## src/rtl/ysyx_210247_wb_stage_pkg.sv

```systemverilog
// ysyx_210247_wb_stage_pkg
// Shared widths and MEM->WB bus field offsets. The MEM stage packs the bus
// with the same offsets, so both sides stay consistent from one place.
//   REG_BUS        : integer register / data width
//   DST_BUS        : register-file index width
//   MEM_TO_WB_BUS  : total MEM->WB bus width
//   WB_*_LSB       : least significant bit of each bus field
package ysyx_210247_wb_stage_pkg;

    localparam int REG_BUS       = 64;
    localparam int DST_BUS       = 5;
    localparam int CSR_ADDR_W    = 12;
    localparam int INST_W        = 32;
    localparam int EXC_OP_W      = 32;
    localparam int MEM_TO_WB_BUS = 403;

    localparam int WB_WDATA_LSB     = 0;
    localparam int WB_WDEST_LSB     = 64;
    localparam int WB_WEN_LSB       = 69;
    localparam int WB_INST_LSB      = 70;
    localparam int WB_PC_LSB        = 102;
    localparam int WB_CSR_WDATA_LSB = 166;
    localparam int WB_CSR_WADDR_LSB = 230;
    localparam int WB_CSR_WEN_LSB   = 242;
    localparam int WB_EXC_OP_LSB    = 243;
    localparam int WB_EXC_ADDR_LSB  = 275;
    localparam int WB_EXC_TYPE_LSB  = 339;

    // Any non-zero exception type marks the instruction as trapping.
    function automatic logic exc_pending(input logic [REG_BUS-1:0] exc_type);
        return |exc_type;
    endfunction

endpackage

```

## src/rtl/ysyx_210247_wb_stage_if.sv

```systemverilog
// ysyx_210247_wb_stage_if
// MEM->WB valid/allow handshake plus the packed MEM->WB bus.
//   wb_valid_in     : MEM holds a valid instruction
//   wb_allow_in     : WB can accept this cycle
//   mem_to_wb_bus_i : packed instruction payload
// master = MEM stage side, slave = WB stage side.
interface ysyx_210247_wb_stage_if;
    import ysyx_210247_wb_stage_pkg::*;

    logic                     wb_valid_in;
    logic                     wb_allow_in;
    logic [MEM_TO_WB_BUS-1:0] mem_to_wb_bus_i;

    modport master (
        output wb_valid_in,
        output mem_to_wb_bus_i,
        input  wb_allow_in
    );

    modport slave (
        input  wb_valid_in,
        input  mem_to_wb_bus_i,
        output wb_allow_in
    );
endinterface

```

## src/rtl/ysyx_210247_wb_stage.sv

```systemverilog
// ysyx_210247_wb_stage
// Write-back stage: latches the MEM->WB bus, drives the register-file and CSR
// write ports and the forwarding path, resolves traps (flush + redirect) and
// counts normally retired instructions.
//   clock, reset       : clock and asynchronous active-high reset
//   mem_wb             : MEM->WB handshake and bus (slave side)
//   rf_*               : integer register-file write port
//   csr_*_o            : CSR write port
//   WB_wdest/WB_result : forwarding path (WB_wdest = 0 when nothing to forward)
//   trap_*_o           : trap report for the CSR unit
//   flush_o/redirect_pc_o : pipeline kill and new fetch pc
//   commit_*, instret  : difftest commit info and retired-instruction count
module ysyx_210247_wb_stage
    import ysyx_210247_wb_stage_pkg::*;
(
    input  logic                      clock,
    input  logic                      reset,
    ysyx_210247_wb_stage_if.slave     mem_wb,
    output logic                      rf_wen,
    output logic [DST_BUS-1:0]        rf_waddr,
    output logic [REG_BUS-1:0]        rf_wdata,
    output logic                      csr_wen_o,
    output logic [CSR_ADDR_W-1:0]     csr_waddr_o,
    output logic [REG_BUS-1:0]        csr_wdata_o,
    output logic [DST_BUS-1:0]        WB_wdest,
    output logic [REG_BUS-1:0]        WB_result,
    output logic                      trap_o,
    output logic [REG_BUS-1:0]        trap_cause_o,
    output logic [REG_BUS-1:0]        trap_pc_o,
    output logic                      flush_o,
    output logic [REG_BUS-1:0]        redirect_pc_o,
    output logic                      commit_valid,
    output logic [REG_BUS-1:0]        commit_pc,
    output logic [INST_W-1:0]         commit_inst,
    output logic [REG_BUS-1:0]        instret
);

    logic                     wb_valid_q, wb_valid_d;
    logic [MEM_TO_WB_BUS-1:0] wb_bus_q,   wb_bus_d;
    logic [REG_BUS-1:0]       instret_q,  instret_d;

    // Kept as a real signal so a multi-cycle write-back can stall here later.
    logic wb_ready_go;
    logic wb_allow;
    logic accept;
    logic is_trap;
    logic retire;

    // Bus fields
    logic [REG_BUS-1:0]    f_exc_type, f_exc_addr, f_csr_wdata, f_pc, f_wdata;
    logic [CSR_ADDR_W-1:0] f_csr_waddr;
    logic [INST_W-1:0]     f_inst;
    logic [DST_BUS-1:0]    f_wdest;
    logic                  f_csr_wen, f_wen;
    // exc_op is held for the future trap-return decode but not used yet.
    logic [EXC_OP_W-1:0]   unused_exc_op;

    assign f_wdata       = wb_bus_q[WB_WDATA_LSB     +: REG_BUS];
    assign f_wdest       = wb_bus_q[WB_WDEST_LSB     +: DST_BUS];
    assign f_wen         = wb_bus_q[WB_WEN_LSB];
    assign f_inst        = wb_bus_q[WB_INST_LSB      +: INST_W];
    assign f_pc          = wb_bus_q[WB_PC_LSB        +: REG_BUS];
    assign f_csr_wdata   = wb_bus_q[WB_CSR_WDATA_LSB +: REG_BUS];
    assign f_csr_waddr   = wb_bus_q[WB_CSR_WADDR_LSB +: CSR_ADDR_W];
    assign f_csr_wen     = wb_bus_q[WB_CSR_WEN_LSB];
    assign unused_exc_op = wb_bus_q[WB_EXC_OP_LSB    +: EXC_OP_W];
    assign f_exc_addr    = wb_bus_q[WB_EXC_ADDR_LSB  +: REG_BUS];
    assign f_exc_type    = wb_bus_q[WB_EXC_TYPE_LSB  +: REG_BUS];

    assign wb_ready_go        = 1'b1;
    assign wb_allow           = !wb_valid_q || wb_ready_go;
    assign mem_wb.wb_allow_in = wb_allow;

    // flush_o depends only on registered state, so gating the accept with it
    // creates no combinational loop back to the MEM bus.
    assign is_trap = wb_valid_q && exc_pending(f_exc_type);
    assign retire  = wb_valid_q && !is_trap;
    assign accept  = mem_wb.wb_valid_in && wb_allow && !flush_o;

    assign rf_wen      = retire && f_wen && (f_wdest != '0);
    assign rf_waddr    = f_wdest;
    assign rf_wdata    = f_wdata;
    assign csr_wen_o   = retire && f_csr_wen;
    assign csr_waddr_o = f_csr_waddr;
    assign csr_wdata_o = f_csr_wdata;

    assign WB_wdest  = f_wdest & {DST_BUS{retire && f_wen}};
    assign WB_result = f_wdata;

    assign trap_o        = is_trap;
    assign trap_cause_o  = f_exc_type;
    assign trap_pc_o     = f_pc;
    assign flush_o       = is_trap;
    assign redirect_pc_o = f_exc_addr;

    assign commit_valid = retire;
    assign commit_pc    = f_pc;
    assign commit_inst  = f_inst;
    assign instret      = instret_q;

    always_comb begin
        wb_valid_d = wb_valid_q;
        wb_bus_d   = wb_bus_q;
        instret_d  = instret_q;
        // Instructions younger than a trap are dropped during the flush cycle.
        if (wb_allow) begin
            wb_valid_d = mem_wb.wb_valid_in && !flush_o;
        end
        if (accept) begin
            wb_bus_d = mem_wb.mem_to_wb_bus_i;
        end
        if (retire) begin
            instret_d = instret_q + 64'd1;
        end
    end

    always_ff @(posedge clock or posedge reset) begin
        if (reset) begin
            wb_valid_q <= 1'b0;
            wb_bus_q   <= '0;
            instret_q  <= '0;
        end else begin
            wb_valid_q <= wb_valid_d;
            wb_bus_q   <= wb_bus_d;
            instret_q  <= instret_d;
        end
    end

endmodule

```

## src/flat_wrapper.sv

```systemverilog
// flat-port wrapper written by rule: the top's interface ports become plain ports
module ysyx_210247_wb_stage_flat import ysyx_210247_wb_stage_pkg::*;
  (clock, reset, rf_wen, rf_waddr, rf_wdata, csr_wen_o, csr_waddr_o, csr_wdata_o, WB_wdest, WB_result, trap_o, trap_cause_o, trap_pc_o, flush_o, redirect_pc_o, commit_valid, commit_pc, commit_inst, instret, mem_wb_wb_valid_in, mem_wb_mem_to_wb_bus_i, mem_wb_wb_allow_in);
  ysyx_210247_wb_stage_if mem_wb_i ();
  input  logic clock;
  input  logic reset;
  output logic rf_wen;
  output logic [DST_BUS-1:0] rf_waddr;
  output logic [REG_BUS-1:0] rf_wdata;
  output logic csr_wen_o;
  output logic [CSR_ADDR_W-1:0] csr_waddr_o;
  output logic [REG_BUS-1:0] csr_wdata_o;
  output logic [DST_BUS-1:0] WB_wdest;
  output logic [REG_BUS-1:0] WB_result;
  output logic trap_o;
  output logic [REG_BUS-1:0] trap_cause_o;
  output logic [REG_BUS-1:0] trap_pc_o;
  output logic flush_o;
  output logic [REG_BUS-1:0] redirect_pc_o;
  output logic commit_valid;
  output logic [REG_BUS-1:0] commit_pc;
  output logic [INST_W-1:0] commit_inst;
  output logic [REG_BUS-1:0] instret;
  input wire logic [$bits(mem_wb_i.wb_valid_in)-1:0] mem_wb_wb_valid_in;
  input wire logic [$bits(mem_wb_i.mem_to_wb_bus_i)-1:0] mem_wb_mem_to_wb_bus_i;
  output wire logic [$bits(mem_wb_i.wb_allow_in)-1:0] mem_wb_wb_allow_in;
  assign mem_wb_i.wb_valid_in = mem_wb_wb_valid_in;
  assign mem_wb_i.mem_to_wb_bus_i = mem_wb_mem_to_wb_bus_i;
  assign mem_wb_wb_allow_in = mem_wb_i.wb_allow_in;
  ysyx_210247_wb_stage u_core (.clock(clock), .reset(reset), .mem_wb(mem_wb_i), .rf_wen(rf_wen), .rf_waddr(rf_waddr), .rf_wdata(rf_wdata), .csr_wen_o(csr_wen_o), .csr_waddr_o(csr_waddr_o), .csr_wdata_o(csr_wdata_o), .WB_wdest(WB_wdest), .WB_result(WB_result), .trap_o(trap_o), .trap_cause_o(trap_cause_o), .trap_pc_o(trap_pc_o), .flush_o(flush_o), .redirect_pc_o(redirect_pc_o), .commit_valid(commit_valid), .commit_pc(commit_pc), .commit_inst(commit_inst), .instret(instret));
endmodule
```

## config.mk

```make
export PLATFORM = sky130hd
export DESIGN_NAME = ysyx_210247_wb_stage_flat
export DESIGN_NICKNAME = d
export VERILOG_FILES = /design/src/rtl/ysyx_210247_wb_stage_pkg.sv /design/src/rtl/ysyx_210247_wb_stage_if.sv /design/src/rtl/ysyx_210247_wb_stage.sv /design/src/flat_wrapper.sv
export SDC_FILE = /design/constraint.sdc
export NUM_CORES = 1
export LEC_CHECK = 0
export CORE_AREA = 2 2 382 384
export CTS_CLUSTER_SIZE = 12
export DETAILED_ROUTE_END_ITERATION = 10
export DIE_AREA = 0 0 384 386
export PLACE_DENSITY = 0.44
export SLEW_MARGIN = 10
export SYNTH_ARGS = -nofsm -noshare
export SYNTH_HDL_FRONTEND = slang
export SYNTH_SLANG_ARGS = --single-unit
```

## constraint.sdc

```tcl
create_clock -name clock -period 20 [get_ports clock]
set_input_delay 4 -clock clock [delete_from_list [all_inputs] [get_ports clock]]
set_output_delay 4 -clock clock [all_outputs]
set_load 0.005 [all_outputs]
```

Yosys cells after proc, flatten, opt, wreduce, memory -nomap -nowiden
Index checks and enable logic that the tools add are counted.

Flip-flop bits (word level): 468. Output and inout bits: 572. Bits of input ports: 406.

Bitwise logic cells: 1. Reductions and logical operators: 9. Add/subtract/negate cells: 1.

Operators by type and width (count): 64-bit by 1-bit adder with 64-bit output, second input constant (1); 64-bit OR reduction (1); 1-bit logical AND (6); 5-bit bitwise AND (1); 5-bit nonzero test (1); 1-bit logical NOT (1).

Logic depth before layout (Yosys ltp)
Gate-level depths: netlist (run 1).

Depth after elaboration: 6. Depth in mapped cells: 9.

Worst setup path before layout (run 1)
No wires, ideal clock.

Path kind: flip-flop to output port. From: register u_core.wb_bus_q[383]. To: output port rf_wen. Slack: 14.179 ns. Arrival: 1.821 ns. Cell stages (with the launch flop): 10. Cell sequence: dfrtp_1 -> nor4_1 -> and4_1 -> and2_1 -> buf_2 -> nand2_1 -> clkinv_1 -> buf_2 -> nand2_1 -> a21oi_1.

Word-level cells in the longest chain between the ends: 6.

RTL lines: start, declared (line ysyx_210247_wb_stage.sv:39) `logic [MEM_TO_WB_BUS-1:0] wb_bus_q, wb_bus_d;`; start signal, assigned (line ysyx_210247_wb_stage.sv:124) `wb_bus_q <= wb_bus_d;`; 64-bit OR reduction (line ysyx_210247_wb_stage_pkg.sv:31) `return |exc_type;`; 1-bit logical AND (line ysyx_210247_wb_stage.sv:76) `assign is_trap = wb_valid_q && exc_pending(f_exc_type);`; 1-bit logical NOT (line ysyx_210247_wb_stage.sv:77) `assign retire = wb_valid_q && !is_trap;`; 1-bit logical AND (line ysyx_210247_wb_stage.sv:77); net commit_valid (line flat_wrapper.sv:20) `output logic commit_valid;`; 1-bit logical AND (2 in series) (line ysyx_210247_wb_stage.sv:80) `assign rf_wen = retire && f_wen && (f_wdest != '0);`; end, declared (line flat_wrapper.sv:7) `output logic rf_wen;`.

The timed path passes the listed nets, and every way through them passes these cells.

Worst setup path in the final report (run 1)
From: register u_core.wb_bus_q[375]. To: output port rf_wen.

Word-level cells in the longest chain between the ends: 6.

RTL lines (line): 64-bit OR reduction (ysyx_210247_wb_stage_pkg.sv:31); 1-bit logical AND (ysyx_210247_wb_stage.sv:76); 1-bit logical NOT (ysyx_210247_wb_stage.sv:77); 1-bit logical AND (ysyx_210247_wb_stage.sv:77); 1-bit logical AND (2 in series) (ysyx_210247_wb_stage.sv:80).

No other way between the ends.

==> metrics.md, run 1 <==
| Metric | Value |
|---|---|
| Initial Util | `14.4%` |
| CP bufs+invs | `3` |
| Mapped Avg Cell Area | `13.0 um^2` |
| Via Count | `12938` |
| Post-synth EDFFs | `0` |
| Placed instance area | `28800 um^2` |
| Die footprint | `148000 um^2` |
| Area Overhead vs Synth | `47.1%` |
| Post-route DRC | `0` |
| Core ar. | `145000 um^2` |
| Mapped Cells | `1603` |
| Least-Margin Pin Slew | `968 ps` |
| Tot GR Track Use | `9.43%` |
| Worst path arrival time | `4320 ps` |
| Total gr overflow | `0` |
| Post-synthesis sequential area ratio | `52.5%` |
| Row cnt | `140` |
| Initial antenna violation count | `8` |
| Number of global-route vias before repair | `13235` |
| Final slew viol count | `0` |
| Crit. End Element | `primary output` |
| RePlAce Congestion | `0.753` |
| Worst Hold Class | `register to register` |
| Most used cell, CP | `nand2_1` |
| CP delay by family, top | `simple AND/OR/NAND/NOR gates` |
| Synth Flop Type | `dfrtp_1` |
| Place WS | `12260 ps` |
| Max cap viols | `0` |
| RSZ-0062 raised after global routing | `false` |
| Final setup fails | `0` |
| WL per Instance | `18.4 um` |
| Post-detail-place hpwl | `57.8 mm` |
| Fin crit share | `41.6%` |
| Leakage power | `11.9 nW` |
| Share of cells above drive strength 1 | `22.6%` |
| Slowest CP cell | `and4_1` |
| Final nets | `2479` |
| Clock transition at path regs | `60 ps` |
| Post-Syn Nets | `2010` |
| Min Tclk post-route | `8320 ps` |
| Slew headroom | `35.1%` |
| Cts hold-fix bufs | `0` |
| Final WL | `74.4 mm` |
| Post-CTS setup buffer count | `0` |
| Slowest stage delay, CP | `630 ps` |
| PortBufs | `944` |
| Fin util | `21.2%` |
| Clock Tree Buf Depth | `3` |
| Fillers | `15649` |
| PD cells | `87.6 nW/um^2` |
| Critical path launch point type | `register` |
| Vias per inst | `3.20` |
| Worst Path Class, Setup | `register to primary output` |
| H-Tree Depth | `2` |
| Post-cts resize count | `0` |
| Ports | `978` |
| Most common cell after layout, fill and taps aside | `clkdlybuf4s50_1` |
| Hold_ws | `477 ps` |
| Worst-skew pair later-pin latency | `650 ps` |
| Async SR Flop Fraction | `100%` |
| CTS tree | `built` |
| Synth Warn # | `0` |
| DR iter-0 viols | `422` |
| Antenna viol nets, final | `0` |
| Final worst slack | `11680 ps` |
| Peak supply drop | `0.0636 mV` |
| Final Instance Area | `30600 um^2` |
| Outcome | `complete, no violations` |
| Layout Skew | `27.7 ps` |
| Crit-path cells | `nor4_1 -> and4_1 -> and2_1 -> buf_4 -> nand2_1 -> clkinv_1 -> nand2_1 -> a21oi_1 -> clkdlybuf4s50_1` |
| Worst EP required | `16000 ps` |
| Die Y-Extent | `386 um` |
| TritonCTS Buffers | `57` |
| Synth unique cells | `37` |
| Synth Cell Area | `20800 um^2` |
| Hold Violations, Final | `0` |
| TritonRoute pass-1 iters | `4` |
| Die X | `384 um` |
| Critical-path maximum fanout | `26` |
| Clk root buf | `clkbuf_16` |
| Commonest non-fill, non-tap cells in the layout | `944 x clkdlybuf4s50_1, 436 x dfrtp_1, 369 x mux2_2` |
| Fmax | `0.120 GHz` |
| Final setup TNS | `0 ps` |
| Flops & latches, synth | `436` |
| Pin count of the biggest net entering global routing | `137` |
| First-pass GRT wire length | `101 mm` |
| CTS sink cnt | `436` |
layer usage:
layer | wire (um) | share of wire, % | global-route usage, % | vias up
met4 | 1430 | 1.9 | 2.38 | 2
li1 | - | - | - | 5899
met5 | 13 | 0.017 | 0 | -
met2 | 36500 | 49 | 15.7 | 486
met3 | 6240 | 8.4 | 3.38 | 80
met1 | 30200 | 41 | 11.5 | 6471
registers in the layout, indices dropped and copies added (netlist names):
name               cells
u_core.wb_bus_q      371
u_core.wb_valid_q      1
u_core.instret        64
area by class of cell:
| class | instances | area [um^2] | area share [%] |
|---|---|---|---|
| multi-input cells | 611 | 5840 | 19.1 |
| well taps | 1917 | 2400 | 7.84 |
| clock buffers | 93 | 1730 | 5.66 |
| inverters | 10 | 45.0 | 0.147 |
| repair buffers | 956 | 9560 | 31.3 |
| clock inverters | 11 | 86.3 | 0.282 |
| flip-flops and latches | 436 | 10900 | 35.7 |
| diodes | 5 | 12.5 | 0.0409 |
final timing paths:
check	start	end	slack, ps	depth (start not counted)
max	u_core.wb_bus_q[375]	rf_wen	11680	9
min	u_core.instret[63]	u_core.instret[63]	480	1
max reg2reg	u_core.wb_bus_q[379]	u_core.wb_bus_q[30]	14940	9
min reg2reg	u_core.instret[63]	u_core.instret[63]	480	1
max in group asynchronous	reset	u_core.wb_bus_q[174]	13370	5
min in group asynchronous	reset	u_core.wb_bus_q[87]	3920	2
cell families (layout without fill, tap and decap cells):
| group | after synthesis | count (layout) | share of synthesized area, % |
|---|---|---|---|
| DFF | 436 | 436 | 52.5 |
| xor gates and xnor gates | 63 | 63 | 2.65 |
| muxes | 371 | 371 | 20.1 |
| and+or+nand+nor | 173 | 173 | 5.13 |
| other | 1 | 6 | 0.0180 |
| buffers and inverters | 556 | 1070 | 19.5 |
| AOI/OAI and AO/OA | 2 | 2 | 0.0782 |
| adders and majority gates | 1 | 1 | 0.0602 |
where the power goes:
group / total, W / internal (W) / switching [W] / leakage [nW]
registers: 0.00109 / 0.000995 / 0.0000899 / 5.24
clock network: 0.00101 / 0.000588 / 0.000425 / 0.890
logic: 0.000583 / 0.000408 / 0.000175 / 5.75
cell usage after synthesis (all sizes together) (7+ instances only):
cell	number	area, um^2
and2	7	43.8
xor2	23	201
inv	9	33.8
mux2	371	4180
dfrtp	436	10900
nand4	23	165
and3	18	113
nand3	21	118
and4	13	114
buf	545	4010
nor4	29	211
nand2	29	109
nor2	9	41.3
nor3	17	90.1
xnor2	40	350
metrics by stage:
stage,power [W],std cells
floorplan,0.00144,1603
global placement,0.00169,3930
detailed placement,0.00170,3930
CTS,0.00275,4034
global route,0.00282,4036
finish,0.00268,4039
(Power assumes the default switching activity.)
==> inputs of run 2 (changes only) <==
==> constraint.sdc (replaced) <==
create_clock -name clock -period 8 [get_ports clock]
set_input_delay 1.6 -clock clock [delete_from_list [all_inputs] [get_ports clock]]
set_output_delay 1.6 -clock clock [all_outputs]
set_load 0.005 [all_outputs]
==> run 2 against run 1 <==
Net effect: sequential power grew 150%; total power grew to 2.6 times the previous value; design area grew 0.63%; global-route usage grew 0.21 points; routed wire length grew 2.1%; final cell count is essentially flat; flip-flop and latch count is the same; sequential share of layout area shrank 0.22 points; worst hold slack gained 2.6 ps; critical path type unchanged; largest cell class unchanged.
==> metrics.md, run 2 (synthesized netlist as in run 1, its figures left out) <==
| Metric | Value |
|---|---|
| Hold Startpoint | `u_core.instret[54]` |
| Via Count | `13016 (+0.60%)` |
| RSZ-0062 raised after global routing | `false` |
| Clk root buf | `clkbuf_16` |
| H-Tree Depth | `2 (unchanged)` |
| Worst-skew pair later-pin latency | `640 ps (about the same)` |
| Crit. End Element | `primary output` |
| CTS sink cnt | `436 (unchanged)` |
| Critical-path maximum fanout | `26 (unchanged)` |
| Final setup TNS | `0 ps (unchanged)` |
| Final nets | `2482 (+0.12%)` |
| Post-CTS setup buffer count | `0 (unchanged)` |
| Fillers | `15566 (-0.53%)` |
| Cts hold-fix bufs | `0 (unchanged)` |
| Commonest non-fill, non-tap cells in the layout | `944 x clkdlybuf4s50_1, 436 x dfrtp_1, 369 x mux2_2` |
| Pin count of the biggest net entering global routing | `131 (-4.4%)` |
| Slew headroom | `22.3% (-13 points)` |
| Critical path launch point type | `register` |
| Post-cts resize count | `0 (unchanged)` |
| Layout Skew | `25.9 ps (-1.88 ps)` |
| Met3 WL | `6.77 mm (+8.5%)` |
| Fmax | `0.181 GHz` |
| Initial antenna violation count | `5 (-3)` |
| FF-to-FF Start | `u_core.wb_bus_q[366]` |
| Tot GR Track Use | `9.64% (+0.21 points)` |
| Peak supply drop | `0.147 mV (+130%)` |
| Outcome | `complete, no violations` |
| PD cells | `223 nW/um^2 (+150%)` |
| TritonCTS Buffers | `57 (unchanged)` |
| Clock Tree Buf Depth | `3 (unchanged)` |
| Number of global-route vias before repair | `13382 (+1.1%)` |
| Die Y-Extent | `386 um (unchanged)` |
| Vias per inst | `3.22 (+0.53%)` |
| TritonRoute pass-1 iters | `4 (unchanged)` |
| CTS tree | `built` |
| Fin crit share | `69.0%` |
| Largest register FFs | `371 (unchanged)` |
| Leakage power | `12.0 nW (+0.77%)` |
| Final slew viol count | `0 (unchanged)` |
| Ports | `978 (unchanged)` |
| Hold Violations, Final | `0 (unchanged)` |
| Post-detail-place hpwl | `60.0 mm (+3.8%)` |
| Tot Pwr | `0.00686 W (+160%)` |
| Die X | `384 um (unchanged)` |
| WL met1 | `30.2 mm (about the same)` |
| Share of cells above drive strength 1 | `23.0% (+0.45 points)` |
| PortBufs | `944 (unchanged)` |
| Met2 WL | `37.2 mm (+2.2%)` |
| Total gr overflow | `0 (unchanged)` |
| Final setup fails | `0 (unchanged)` |
| Min Tclk post-route | `5520 ps` |
| Largest register by flop count | `u_core.wb_bus_q` |
| Final WL | `76.0 mm (+2.1%)` |
| Post-route DRC | `0 (unchanged)` |
| Fin util | `21.3% (+0.13 points)` |
| Clock transition at path regs | `60 ps (about the same)` |
| Least-Margin Pin Slew | `1160 ps (+189 ps)` |
| Area Overhead vs Synth | `48.1%` |
| Initial Util | `14.4% (unchanged)` |
| RePlAce Congestion | `0.769 (+2.1%)` |
| Most common cell after layout, fill and taps aside | `clkdlybuf4s50_1` |
| Worst Hold Class | `register to register` |
| Worst path arrival time | `3920 ps (-400 ps)` |
| Row cnt | `140 (unchanged)` |
| Die footprint | `148000 um^2 (unchanged)` |
| Critical Path Source | `u_core.wb_bus_q[383]` |
| WL per Instance | `18.8 um (+2.1%)` |
| Max cap viols | `0 (unchanged)` |
| DR iter-0 viols | `422 (unchanged)` |
| Uppermost layer routed | `met5` |
| First-pass GRT wire length | `102 mm (+1.6%)` |
| Antenna viol nets, final | `0 (unchanged)` |
| Worst EP required | `6400 ps (-9600 ps)` |
| Core ar. | `145000 um^2 (unchanged)` |
| Worst Path Class, Setup | `register to primary output` |
run 2: cell count changes in the layout (fill, tap and decap cells not counted), moves of 2 or more:
cell,before,now
clkinvlp_4,2,5
bufinv_16,0,4
diode_2,5,2
clkinv_2,5,8
buf_12,2,6
clkbuf_8,17,15
clkbuf_16,57,59
clkbuf_1,19,13
run 2: worst paths after layout:
kind	end	slack [ps]	cells past startpoint
setup / recovery	WB_wdest[0]	2480	7
hold / removal	u_core.instret[54]	480	1
setup reg to reg	u_core.wb_bus_q[304]	3860	8
hold reg to reg	u_core.instret[54]	480	1
max in group asynchronous	u_core.instret[52]	5020	4
min in group asynchronous	u_core.wb_bus_q[158]	1450	2
run 2: critical path: stages, from the launching register on:
cell and delay (ps):
dfrtp_1 400, nor4_1 340, and4_1 460, and2_1 390
nand2_1 340, clkinv_1 550, and3_1 270, clkdlybuf4s50_1 510
run 2: area by class of cell:
cell class                 count  area [um^2]  area share (%)
antenna                        2         5.00          0.0163
clock buffer                  87         1730            5.63
clock inverter                20          225           0.732
inverter                      10         41.3           0.134
multi-input combinational    611         5840            19.0
sequential                   436        10900            35.4
tap                         1917         2400            7.79
timing repair buffer         959         9640            31.3
run 2: power by group:
group          switching (W)  total [W]  internal [W]
clock                0.00107    0.00268       0.00161
combinational       0.000442    0.00146       0.00102
sequential          0.000231    0.00272       0.00249
run 2: per-layer routing:
layer | global-route usage [%] | vias to the layer above
met2 | 16.2 | 509
met1 | 11.5 | 6498
met3 | 3.54 | 94
met4 | 2.53 | 2
li1 | - | 5913
met5 | 0 | -
run 2: per-stage QoR:
step	instance area, um^2	hold WS, ps	std cells	setup WS (ps)
floorplan	20800	459	1603	511
global placement	28800	465	3933	2920
detailed placement	28800	475	3933	2860
CTS	30800	486	4040	2120
global route	30800	500	4041	2080
finish	30800	479	4042	2480
